[src/rtl/dmem_arbiter.sv]
// Round-robin arbiter sharing the single-port data memory between the CPU load/store path and a host port.
// Optional host lock for atomic host sequences is enabled by defining DMEM_ARB_LOCK_EN.
module dmem_arbiter #(
  parameter int unsigned AW       = 32,
  parameter int unsigned DW       = 32,
  parameter int unsigned LOCK_MAX = 16
) (
  input  logic          clk,
  input  logic          rst,
  input  logic          cpu_req,
  input  logic          cpu_we,
  input  logic [AW-1:0] cpu_addr,
  input  logic [DW-1:0] cpu_wdata,
  output logic [DW-1:0] cpu_rdata,
  output logic          cpu_stall,
  input  logic          host_req,
  input  logic          host_we,
  input  logic          host_lock,
  input  logic [AW-1:0] host_addr,
  input  logic [DW-1:0] host_wdata,
  output logic [DW-1:0] host_rdata,
  output logic          host_ack,
  output logic          lock_abort,
  output logic          mem_we,
  output logic          mem_re,
  output logic [AW-1:0] mem_addr,
  output logic [DW-1:0] mem_wdata,
  input  logic [DW-1:0] mem_rdata
);

  typedef enum logic {H_IDLE, H_ACK} hstate_e;

  hstate_e         state_q, state_d;
  logic            prio_q, prio_d;
  logic            host_ack_q, host_ack_d;
  logic [DW-1:0]   host_rdata_q, host_rdata_d;

  logic            host_elig, cpu_elig;
  logic            host_gnt, cpu_gnt;
  logic            lock_active;
  logic            lock_expire;

`ifdef DMEM_ARB_LOCK_EN
  localparam int unsigned CW = (LOCK_MAX > 1) ? $clog2(LOCK_MAX) : 1;

  logic          lock_q, lock_d;
  logic [CW-1:0] lock_cnt_q, lock_cnt_d;
  logic          lock_abort_q, lock_abort_d;

  assign lock_active = lock_q;
  assign lock_expire = lock_q & (lock_cnt_q == CW'(LOCK_MAX - 1));
  assign lock_abort  = lock_abort_q;

  // Lock acquire / hold / release; the cycle that hits the limit is still a locked cycle
  always_comb begin
    lock_d       = lock_q;
    lock_cnt_d   = lock_cnt_q;
    lock_abort_d = 1'b0;
    if (lock_q) begin
      if (lock_expire) begin
        lock_d       = 1'b0;
        lock_cnt_d   = '0;
        lock_abort_d = 1'b1;
      end else begin
        lock_cnt_d = lock_cnt_q + CW'(1);
        if (host_gnt && !host_lock) begin
          lock_d     = 1'b0;
          lock_cnt_d = '0;
        end
      end
    end else if (host_gnt && host_lock) begin
      lock_d     = 1'b1;
      lock_cnt_d = '0;
    end
  end

  always_ff @(posedge clk) begin
    if (rst) begin
      lock_q       <= 1'b0;
      lock_cnt_q   <= '0;
      lock_abort_q <= 1'b0;
    end else begin
      lock_q       <= lock_d;
      lock_cnt_q   <= lock_cnt_d;
      lock_abort_q <= lock_abort_d;
    end
  end
`else
  logic unused_lock;

  assign lock_active = 1'b0;
  assign lock_expire = 1'b0;
  assign lock_abort  = 1'b0;
  assign unused_lock = host_lock | (LOCK_MAX == 0);
`endif

  // Eligibility and grant; a held lock gives the host absolute priority
  always_comb begin
    host_elig = host_req & (state_q == H_IDLE) & ~rst;
    cpu_elig  = cpu_req & ~rst & ~lock_active;
    host_gnt  = host_elig & (~cpu_elig | prio_q | lock_active);
    cpu_gnt   = cpu_elig & ~host_gnt;
  end

  assign cpu_stall  = cpu_req & ~rst & ~cpu_gnt;
  assign cpu_rdata  = mem_rdata;
  assign host_rdata = host_rdata_q;
  assign host_ack   = host_ack_q & ~rst;

  // Memory port mux; idle cycles leave address/data following the CPU
  always_comb begin
    mem_we    = 1'b0;
    mem_re    = 1'b0;
    mem_addr  = cpu_addr;
    mem_wdata = cpu_wdata;
    if (host_gnt) begin
      mem_we    = host_we;
      mem_re    = ~host_we;
      mem_addr  = host_addr;
      mem_wdata = host_wdata;
    end else if (cpu_gnt) begin
      mem_we = cpu_we;
      mem_re = ~cpu_we;
    end
  end

  // Host handshake FSM and round-robin priority
  always_comb begin
    state_d      = H_IDLE;
    prio_d       = prio_q;
    host_ack_d   = host_gnt;
    host_rdata_d = host_rdata_q;
    case (state_q)
      H_IDLE:  state_d = host_gnt ? H_ACK : H_IDLE;
      H_ACK:   state_d = H_IDLE;
      default: state_d = H_IDLE;
    endcase
    if (cpu_gnt) begin
      prio_d = 1'b1;
    end else if (host_gnt) begin
      prio_d = 1'b0;
    end
    if (lock_expire) begin
      prio_d = 1'b0;
    end
    if (host_gnt && !host_we) begin
      host_rdata_d = mem_rdata;
    end
  end

  always_ff @(posedge clk) begin
    if (rst) begin
      state_q      <= H_IDLE;
      prio_q       <= 1'b0;
      host_ack_q   <= 1'b0;
      host_rdata_q <= '0;
    end else begin
      state_q      <= state_d;
      prio_q       <= prio_d;
      host_ack_q   <= host_ack_d;
      host_rdata_q <= host_rdata_d;
    end
  end

endmodule

[config.mk]
export PLATFORM = sky130hd
export DESIGN_NAME = dmem_arbiter
export DESIGN_NICKNAME = d
export VERILOG_FILES = /design/src/rtl/dmem_arbiter.sv
export SDC_FILE = /design/constraint.sdc
export NUM_CORES = 1
export LEC_CHECK = 0
export BUFFER_PORTS_ARGS = -buffer_cell sky130_fd_sc_hd__clkbuf_2
export CAP_MARGIN = 30
export CORE_AREA = 2 2 117 119
export CTS_CLUSTER_DIAMETER = 80
export DETAILED_ROUTE_END_ITERATION = 10
export DIE_AREA = 0 0 119 121
export GPL_TIMING_DRIVEN = 1
export PLACE_DENSITY = 0.56
export SLEW_MARGIN = 20
export SYNTH_ARGS = -nofsm -noshare
export SYNTH_HDL_FRONTEND = slang
export SYNTH_SLANG_ARGS = --single-unit
[constraint.sdc]
create_clock -name clk -period 1.73 [get_ports clk]
set_input_delay 0.346 -clock clk [delete_from_list [all_inputs] [get_ports clk]]
set_output_delay 0.346 -clock clk [all_outputs]
set_load 0.05 [all_outputs]
After elaboration in Yosys (flattened, before gate mapping):

Index checks and enable logic that the tools add are counted.
Widths: inputs -> output; s select.

* muxes and demuxes: 10
* bitwise gates (word level): 15
* reduce and logical (&&, ||, !) cells: 3

Operator list (number)
* $mux 32: 2
* $and 1x1->1: 7
* $mux 1: 7
* $not 1->1: 7
* $pmux 1 s2: 1
* $reduce_bool 2->1: 1
* $logic_and 1x1->1: 1
* $logic_not 1->1: 1
* $or 1x1->1: 1

* logic and storage cells: 32
* register bits: 35
* input port bits: 167

Longest topological paths before layout:

* depth after elaboration: 9
* mapped depth: 6
* mapped depth without buffers: 3

Worst setup path before layout:

Ideal clock, no wire load.

* kind: reg2out
* from: register prio_q
* to: output port mem_re
* path slack: -1.321 ns
* data arrival time: 2.705 ns
* stages on the path, launching flop included: 7
* data required time: 1.384 ns
* buffers on the path: 3
* cells stage by stage: dfxtp_1 nand2b_1 and4b_1 buf_6 buf_6 buf_6 o41ai_1

* longest elaborated chain between the ends: 6

Ends and longest elaborated chain
* start: declaration: line 34 `logic prio_q, prio_d;`
* start signal: assignment: line 159 `prio_q <= prio_d;`
* $or 1x1->1 (*): line 101 `host_gnt = host_elig & (~cpu_elig | prio_q | lock_active);`
* $and 1x1->1 (*): line 101
* $not 1->1: line 102 `cpu_gnt = cpu_elig & ~host_gnt;`
* $and 1x1->1: line 102
* $mux 1: line 121 `end else if (cpu_gnt) begin`
* $mux 1 (*): line 116 `if (host_gnt) begin`
* end: declaration: line 25 `output logic mem_re,`

Every way passes the cells marked *; elsewhere a longest branch is shown, timed or not.

Worst setup path after layout:

* from: register prio_q
* to: output port mem_addr[25]

* longest elaborated chain between the ends: 3

Ends and longest elaborated chain
* $or 1x1->1: line 101
* $and 1x1->1: line 101
* $mux 32: line 116
* end: declaration: line 26 `output logic [AW-1:0] mem_addr,`

Every way passes these cells.

==> results.cfg <==
[global_routing]
grt-ovfl-total = 0
use_met2_pct = 24.1
grt-busiest-layer = met2
grt_max_degree = 36
grt_util_met1_pct = 15.8
met3_usage_pct = 4.75
grt_pass1_vias = 2822
grt_pass1_wl_mm = 15.6
grt_usage_pct = 13.9
antenna_found_initial = 1

[critical_path]
required_ns = 1.38
crit_arrival_ns = 1.78
startpoint = prio_q
cp-start-kind = register
path_class = reg2out
cp-end-kind = primary output
reg2reg_depth = 5
cp_max_fo = 9
r2r_slack_ns = 0.13
rr_startpoint = prio_q
r2r_end = host_rdata[22]

[layout]
nets = 668
drive_gt1_share_pct = 85.3
area_growth_pct = 109
diodes = 0
fin_cells = 678
final_cell_mix = clkbuf_2 (230), mux2_4 (65), buf_8 (36)
mostFrequentLayoutCell = clkbuf_2
stdcell_area_sq_um = 5000
fillers = 1287

[routing]
via_count = 2876
ant_nets = 0
wl_per_cell_um = 17.0
routed_via_density = 4.24
drt_iter0_markers = 71
drc = 0
firstDrtPassIters = 4
drt_wl_total_mm = 11.5

[die]
num_io_pins = 300
die_x_um = 119
rows = 42
die_h_um = 121
coreArea_sq_um = 13100
initial_core_util_pct = 18.3
die-area_sq_um = 14400

[placed_design]
port_buffers = 297
gp_congestion = 0.811
place_ws_ns = -0.291
dpl-instance-area_sq_um = 4120
place_inst = 665
hpwl_mm = 8.87

[yosys]
synth-seq-cells = 35
synthCells = 231
synth_area_sq_um = 2390
avgSynthCellArea_sq_um = 10.3
synth_cell_type_count = 20
yosysSeqAreaShare_pct = 29.3
ys_warn_count = 0
synth_fp_nets = 398

[clock_tree]
cts.sinks = 35
cts_tree = built
htreeDepth = 2
cts.root.buffer_cell = clkbuf_16
cts_made_buffers = 5
clockBufferDepth = 2
clock_latency_ns = 0.28
clk_pin_slew_ns = 0.06

[power]
power_leakage_nw = 2.76
power_density_nw_per_um2 = 714
worst_ir_drop_vdd_mv = 0.369
switching_power_mw = 1.45
pwr-share-comb_pct = 50.9
fin_total_pwr_mw = 3.57
power.share.sequential_pct = 24.2
swShare_pct = 40.6
internal-power_mw = 2.12
p_clk_share_pct = 24.9

[outcome]
violations = setup timing
outcome = complete, but fails checks

[timing]
skew_ns = 0.00521
rsz0062_at_grt = yes
tns_ns = -23.97
period_needed_ns = 2.12
drv_slew = 0
fin_ws_ns = -0.394
fmax_mhz = 471
fin_crit_sh_pct = 123
finalHoldViolations = 0
setup_viol = 67

[min_path]
hold_path_depth = 3
min-delay-start = mem_rdata[16]
hold_end = host_rdata[16]
hp-class = in2reg

[run]
drv_cap = 0
==> synth_stat cells, drive strengths merged <==
cell type,number,area [sq um]
a31o,32,280
and3,34,213
and4b,2,20.0
buf,41,307
clkbuf,12,45.0
conb,1,3.75
dfxtp,35,701
inv,2,7.50
mux2,65,754
nand2,1,3.75
nand2b,1,6.26
nor2,1,3.75
nor2b,1,6.26
nor3,1,5.00
nor4b,1,23.8
o41ai,1,8.76
==> critical path: stages, from the launching register on <==
cell      delay [ns]
dfxtp_2         0.32
nand2b_4        0.11
and4b_4         0.24
buf_12          0.16
buf_6           0.17
mux2_4          0.31
clkbuf_8        0.18
==> flip-flops by register name, indices dropped and copies added, names as in the netlist <==
signal,count
host_ack_q,1
host_rdata,32
prio_q,1
state_q,1
==> cell type report <==
cell class | instances | area (sq um) | share of cell area, %
multi-input cells | 141 | 1590 | 31.7
well taps | 176 | 220 | 4.41
clock inverters | 3 | 20.0 | 0.401
inverters | 2 | 7.51 | 0.150
clock buffers | 5 | 125 | 2.50
repair buffers | 316 | 2340 | 46.8
flip-flops and latches | 35 | 702 | 14.0
==> stage by stage <==
stage / utilization (%) / hold WS, ns
finish: 38.2 / 0.397
global route: 38.2 / 0.400
CTS: 35.7 / 0.391
detailed placement: 31.5 / 0.470
global placement: 31.5 / 0.468
floorplan: - / 0.425
==> power by group through the flow <==
stage / Combinational (mW) / Sequential, mW / Clock (mW)
floorplan: 1.00 / 0.993 / 0
global placement: 1.51 / 0.879 / 0
detailed placement: 1.51 / 0.880 / 0
CTS: 1.67 / 0.863 / 0.934
global route: 1.87 / 0.868 / 0.966
finish: 1.82 / 0.863 / 0.890
==> metal layers <==
metal	vias up	wire, um
li1	1359	-
met1	1330	4310
met2	164	5860
met3	21	966
met4	2	384
met5	-	12
==> worst max-delay path by stage <==
stage | depth (start not counted) | slack, ns | end
after global routing | 6 | -0.44 | mem_addr[11]
after global placement | 6 | -0.27 | mem_addr[8]
after detailed placement | 6 | -0.29 | mem_addr[8]
after CTS | 5 | -0.45 | mem_wdata[5]
final | 6 | -0.39 | mem_addr[25]
after floorplan | 6 | -0.31 | mem_re
==> cells by family (layout without fill, tap and decap cells) <==
family,Yosys count,count (layout),share of synthesized area [%]
AND/OR/NAND/NOR,42,42,11.8
other,1,1,0.157
flip-flops,35,35,29.3
multiplexers,65,65,31.6
AO/OA/AOI/OAI,33,33,12.1
buffers and inverters,55,326,15.0
==> what timing repair did <==
action	in CTS	in global routing
gates cloned	0	4
pin swaps	1	0
setup buffers	0	1
hold buffers	0	0
setup endpoints to repair	67	67
resized for setup	99	122
Note: power is estimated with default switching activity, not from simulation.
